===== config.mk =====
export PLATFORM = sky130hd
export DESIGN_NAME = alu
export DESIGN_NICKNAME = d
export VERILOG_FILES = /design/src/rtl/alu_pkg.sv /design/src/rtl/alu.sv
export SDC_FILE = /design/constraint.sdc
export NUM_CORES = 1
export LEC_CHECK = 0
export ABC_AREA = 1
export ABC_CLOCK_PERIOD_IN_PS = 3900
export CAP_MARGIN = 0
export CORE_MARGIN = 8
export CORE_UTILIZATION = 35
export CTS_BUF_LIST = sky130_fd_sc_hd__clkbuf_4
export DETAILED_ROUTE_END_ITERATION = 10
export SYNTH_ARGS = -nofsm -noshare
export SYNTH_HDL_FRONTEND = slang
export SYNTH_SLANG_ARGS = --single-unit

===== constraint.sdc =====
create_clock -name i_clk -period 3.9 [get_ports i_clk]
set_clock_uncertainty 0.1 [all_clocks]
set_input_delay 0.585 -clock i_clk [delete_from_list [all_inputs] [get_ports i_clk]]
set_output_delay 0.585 -clock i_clk [all_outputs]
set_load 0.03 [all_outputs]

===== src/rtl/alu_pkg.sv =====
// -----------------------------------------------------------------------------
// alu_pkg -- shared types for the ALU.
//   word_t   : operand/result word (WORD_W bits)
//   alu_op_t : 3-bit operation select
// -----------------------------------------------------------------------------
package alu_pkg;

   localparam int WORD_W = 32;

   typedef logic [WORD_W-1:0] word_t;

   typedef enum logic [2:0] {
      ALU_NOP = 3'b000,
      ALU_ADD = 3'b001,
      ALU_SUB = 3'b010,
      ALU_AND = 3'b011,
      ALU_OR  = 3'b100,
      ALU_XOR = 3'b101,
      ALU_SLL = 3'b110,
      ALU_SRA = 3'b111
   } alu_op_t;

endpackage : alu_pkg


===== src/rtl/alu.sv =====
// -----------------------------------------------------------------------------
// alu -- single-stage, fully pipelined integer ALU.
//
// A combinational next-result function feeds one output register, giving a
// fixed latency of one cycle and a new operation accepted every cycle.
//
// Ports:
//   i_clk       clock, all state updates on the rising edge
//   i_rst       synchronous, active-high reset
//   i_valid     operation presented this cycle is real
//   i_ALUOp     operation select (alu_op_t encoding)
//   i_operand0  first operand (rs1)
//   i_operand1  second operand (rs2 or immediate)
//   o_valid     o_result holds a completed operation
//   o_result    operation result, forced to zero whenever o_valid is 0
//
// Configuration:
//   ALU_SHIFT_EN  defined   -> SLL/SRA implemented
//                 undefined -> no shifter; opcodes 110/111 are unsupported
// -----------------------------------------------------------------------------
module alu
   import alu_pkg::*;
#(
   parameter int DATA_W = $bits(word_t)
) (
   input  logic              i_clk,
   input  logic              i_rst,
   input  logic              i_valid,
   input  logic [2:0]        i_ALUOp,
   input  logic [DATA_W-1:0] i_operand0,
   input  logic [DATA_W-1:0] i_operand1,
   output logic              o_valid,
   output logic [DATA_W-1:0] o_result
);

   logic              next_valid;
   logic [DATA_W-1:0] next_result;

`ifdef ALU_SHIFT_EN
   // Only the low bits of operand1 select the shift; upper bits are ignored.
   logic [$clog2(DATA_W)-1:0] shamt;
   assign shamt = i_operand1[$clog2(DATA_W)-1:0];
`endif

   // Next-result function. Anything that is not a real, supported operation
   // yields valid=0 and result=0 so the register never holds stale data.
   always_comb begin
      // NOTE: every output of this block gets a default first, so no path
      // through the case statement can leave a value unassigned (no latch).
      next_valid  = 1'b0;
      next_result = '0;
      if (i_valid) begin
         next_valid = 1'b1;
         case (alu_op_t'(i_ALUOp))
            // Add/subtract wrap naturally at DATA_W bits; carry is dropped.
            ALU_ADD: next_result = i_operand0 + i_operand1;
            ALU_SUB: next_result = i_operand0 - i_operand1;
            ALU_AND: next_result = i_operand0 & i_operand1;
            ALU_OR:  next_result = i_operand0 | i_operand1;
            ALU_XOR: next_result = i_operand0 ^ i_operand1;
`ifdef ALU_SHIFT_EN
            ALU_SLL: next_result = i_operand0 << shamt;
            // Only SRA interprets operand0 as signed, to replicate the MSB.
            ALU_SRA: next_result = DATA_W'($signed(i_operand0) >>> shamt);
`endif
            default: next_valid = 1'b0;
         endcase
      end
   end

   // Output register stage; reset drops whatever was presented this cycle.
   always_ff @(posedge i_clk) begin
      // NOTE: sequential state uses non-blocking assignments so every
      // register samples its inputs from before the edge.
      if (i_rst) begin
         o_valid  <= 1'b0;
         o_result <= '0;
      end else begin
         o_valid  <= next_valid;
         o_result <= next_result;
      end
   end

endmodule : alu


==> flow_summary.yaml <==
status:
  status: "completed"
clock_network:
  clock-sinks: 33
  cts_hold_buf: 0
  post_cts_buffers: 0
  clk_pin_slew_ns: 0.14
  numCtsBuffers: 5
  clk_path_buf_depth: 2
  postCtsResizedCells: 0
  cts_root_buf: "clkbuf_4"
  cts_max_level: 2
  cts_tree: "yes"
power:
  power.leakage_nw: 4.00
  cellPowerDensity_mw_per_mm2: 201
  finalPower_mw: 1.53
  vdd_drop_max_mv: 0.118
  comb_power_share: 0.607
  internal-power_mw: 0.806
  p_switching_mw: 0.724
  p_seq_frac: 0.230
  p_sw_frac: 0.473
  clkPwrFrac: 0.163
run:
  maxCapViolations: 0
layout:
  syn_to_final_growth_pct: 28.9
  layout.nets: 1272
  drive_above_1_share: 0.135
  final_cell_mix: "nand2_1, inv_1, clkdlybuf4s50_1"
  final_common_cell: "nand2_1"
  final_area_sq_mm: 0.00762
global_route:
  grt_pass1_wl_mm: 33.6
  grt_start_max_net_pins: 33
  antenna_found_initial: 1
  grt_pass1_vias: 6396
  grt_overflow_total: 0
  grt.total_usage: 0.196
synthesis:
  synth-simple-area-share: 0.367
  syn_area_sq_mm: 0.00591
  synthesis.nets: 1125
  synth_fa_ha_area_frac: 0.209
  yosysUniqueCellTypes: 45
  synth_mux_area_frac: 0
  async_reset_ff_frac: 0
  synthCells: 957
  synth-edff-count: 0
  synth_compound_area_frac: 0.135
  yosysSeqAreaShare: 0.112
  synth-seq-cells: 33
  synth-warning-count: 0
  synthFlopType: "dfxtp_1"
  syn-mean-instance-area_sq_um: 6.17
  synth_xor_area_frac: 0.0445
  synth_top_family_by_area: "simple AND/OR/NAND/NOR gates"
routing:
  viasPerCell: 4.90
  antenna_left: 0
  dr.first_iter.drc_count: 469
  vias: 6495
  wl_per_cell_um: 15.9
  wirelength_mm: 21.1
  remaining_drc_errors: 0
  dr.pass1.iters: 5
critical_path:
  critPathMaxFanout: 5
  cp.required_ns: 4.13
  critPathKind: "input port to flip-flop"
  end_kind: "flip-flop"
  crit_path_frequent_cell: "nand2_1"
  max_stage_delay_ns: 0.42
  path_cells: "clkdlybuf4s50_1 -> inv_1 -> ha_1 -> nand3_4 -> nor2_4 -> nand2_2 -> nor2_4 -> nand2_2 -> nand2_2 -> o21ai_2 -> a21oi_2 -> or2_1 -> nand2_1 -> ha_1 -> nand2_1 -> inv_1 -> nand2_1 -> nand2_1 -> o21bai_1 -> a21oi_1 -> nand2_1 -> nand2_1 -> nand3_1 -> a21oi_1"
  worst-path-buf-inv: 3
  critical-path-slowest-cell: "clkdlybuf4s50_1"
  crit_family: "simple AND/OR/NAND/NOR gates"
  cp-start-kind: "input port"
  crit_arrival_ns: 3.81
timing:
  fmax_ghz: 0.279
  final_hold_viol_count: 0
  rsz0062_at_grt: "no"
  drv_slew: 0
  fin_crit_sh: 0.920
  holdWs_ns: 0.680
  setup_viol: 0
  fin_crit_ns: 3.59
  finalSetupTns_ns: 0
  max_slew_margin: 0.504
  max_slew.worst_pin.slew_ns: 0.744
place:
  dpl-instance-area_sq_mm: 0.00755
  dp.final_hpwl_mm: 17.4
  port_buffers: 102
  routabilityCongestion: 0.966
min_path:
  hold_path.class: "input port to flip-flop"
die:
  start_util: 0.358
  io_pins: 103
  core_area_sq_mm: 0.0165
  die_h_um: 146
  die_w_um: 146
  core.rowCount: 47
  die-area_sq_mm: 0.0213
-- state kept, by name, indices dropped and copies added (netlist names) --
name	flops
o_result	32
o_valid	1
-- per-layer routing --
metal  vias up  track usage  routed length [um]  part of all wire
met4         0       0.0495                 271             0.013
met5         -            0                   0                 0
li1       3331            -                   -                 -
met3        20       0.0326                1460             0.069
met1      2938        0.272               10400              0.50
met2       206        0.304                8890              0.42
-- through the flow --
step                      worst slack [ns]   util  std cells
after floorplan                      0.814      -        957
after global placement              0.0182  0.457       1317
after detailed placement           -0.0582  0.457       1317
after CTS                            0.370  0.461       1325
after global routing                 0.105  0.461       1326
final                                0.312  0.461       1326
-- cell families after synthesis --
kind of cell	count (synthesis)
AOI/OAI and AO/OA	118
xor gates and xnor gates	30
DFF	33
and+or+nand+nor	476
buffers and inverters	202
adders and majority gates	98
-- layout make-up --
type / count / area (sq um)
antenna: 1 / 2.50
clock buffer: 8 / 60.1
fill: 1765 / 8910
inverter: 185 / 696
multi-input combinational: 722 / 4460
sequential: 33 / 661
tap: 220 / 275
timing repair buffer: 157 / 1460
-- final timing paths --
| path | from | endpoint | slack, ns | cells past startpoint |
|---|---|---|---|---|
| worst max-delay path | i_operand1[1] | o_result[27] | 0.31 | 24 |
| worst min-delay path | i_valid | o_valid | 0.68 | 5 |
-- cells in the mapped netlist (13+ instances only) --
master	count	area (sq um)
ha_1	97	1210
nand2_2	20	125
nand3_1	43	215
dfxtp_1	33	661
nor2_1	90	338
a221oi_1	23	201
nand2_1	250	938
xor2_1	30	263
inv_1	171	642
a21oi_1	48	240
inv_2	13	48.8
-- power groups by stage --
stage,sequential (mW),combinational [mW],clock (mW)
floorplan,0.382,0.539,0
global placement,0.360,0.908,0
detailed placement,0.359,0.913,0
CTS,0.352,0.917,0.263
global route,0.353,1.03,0.271
finish,0.352,0.928,0.250
No activity file was read; power rests on OpenSTA's default activity.
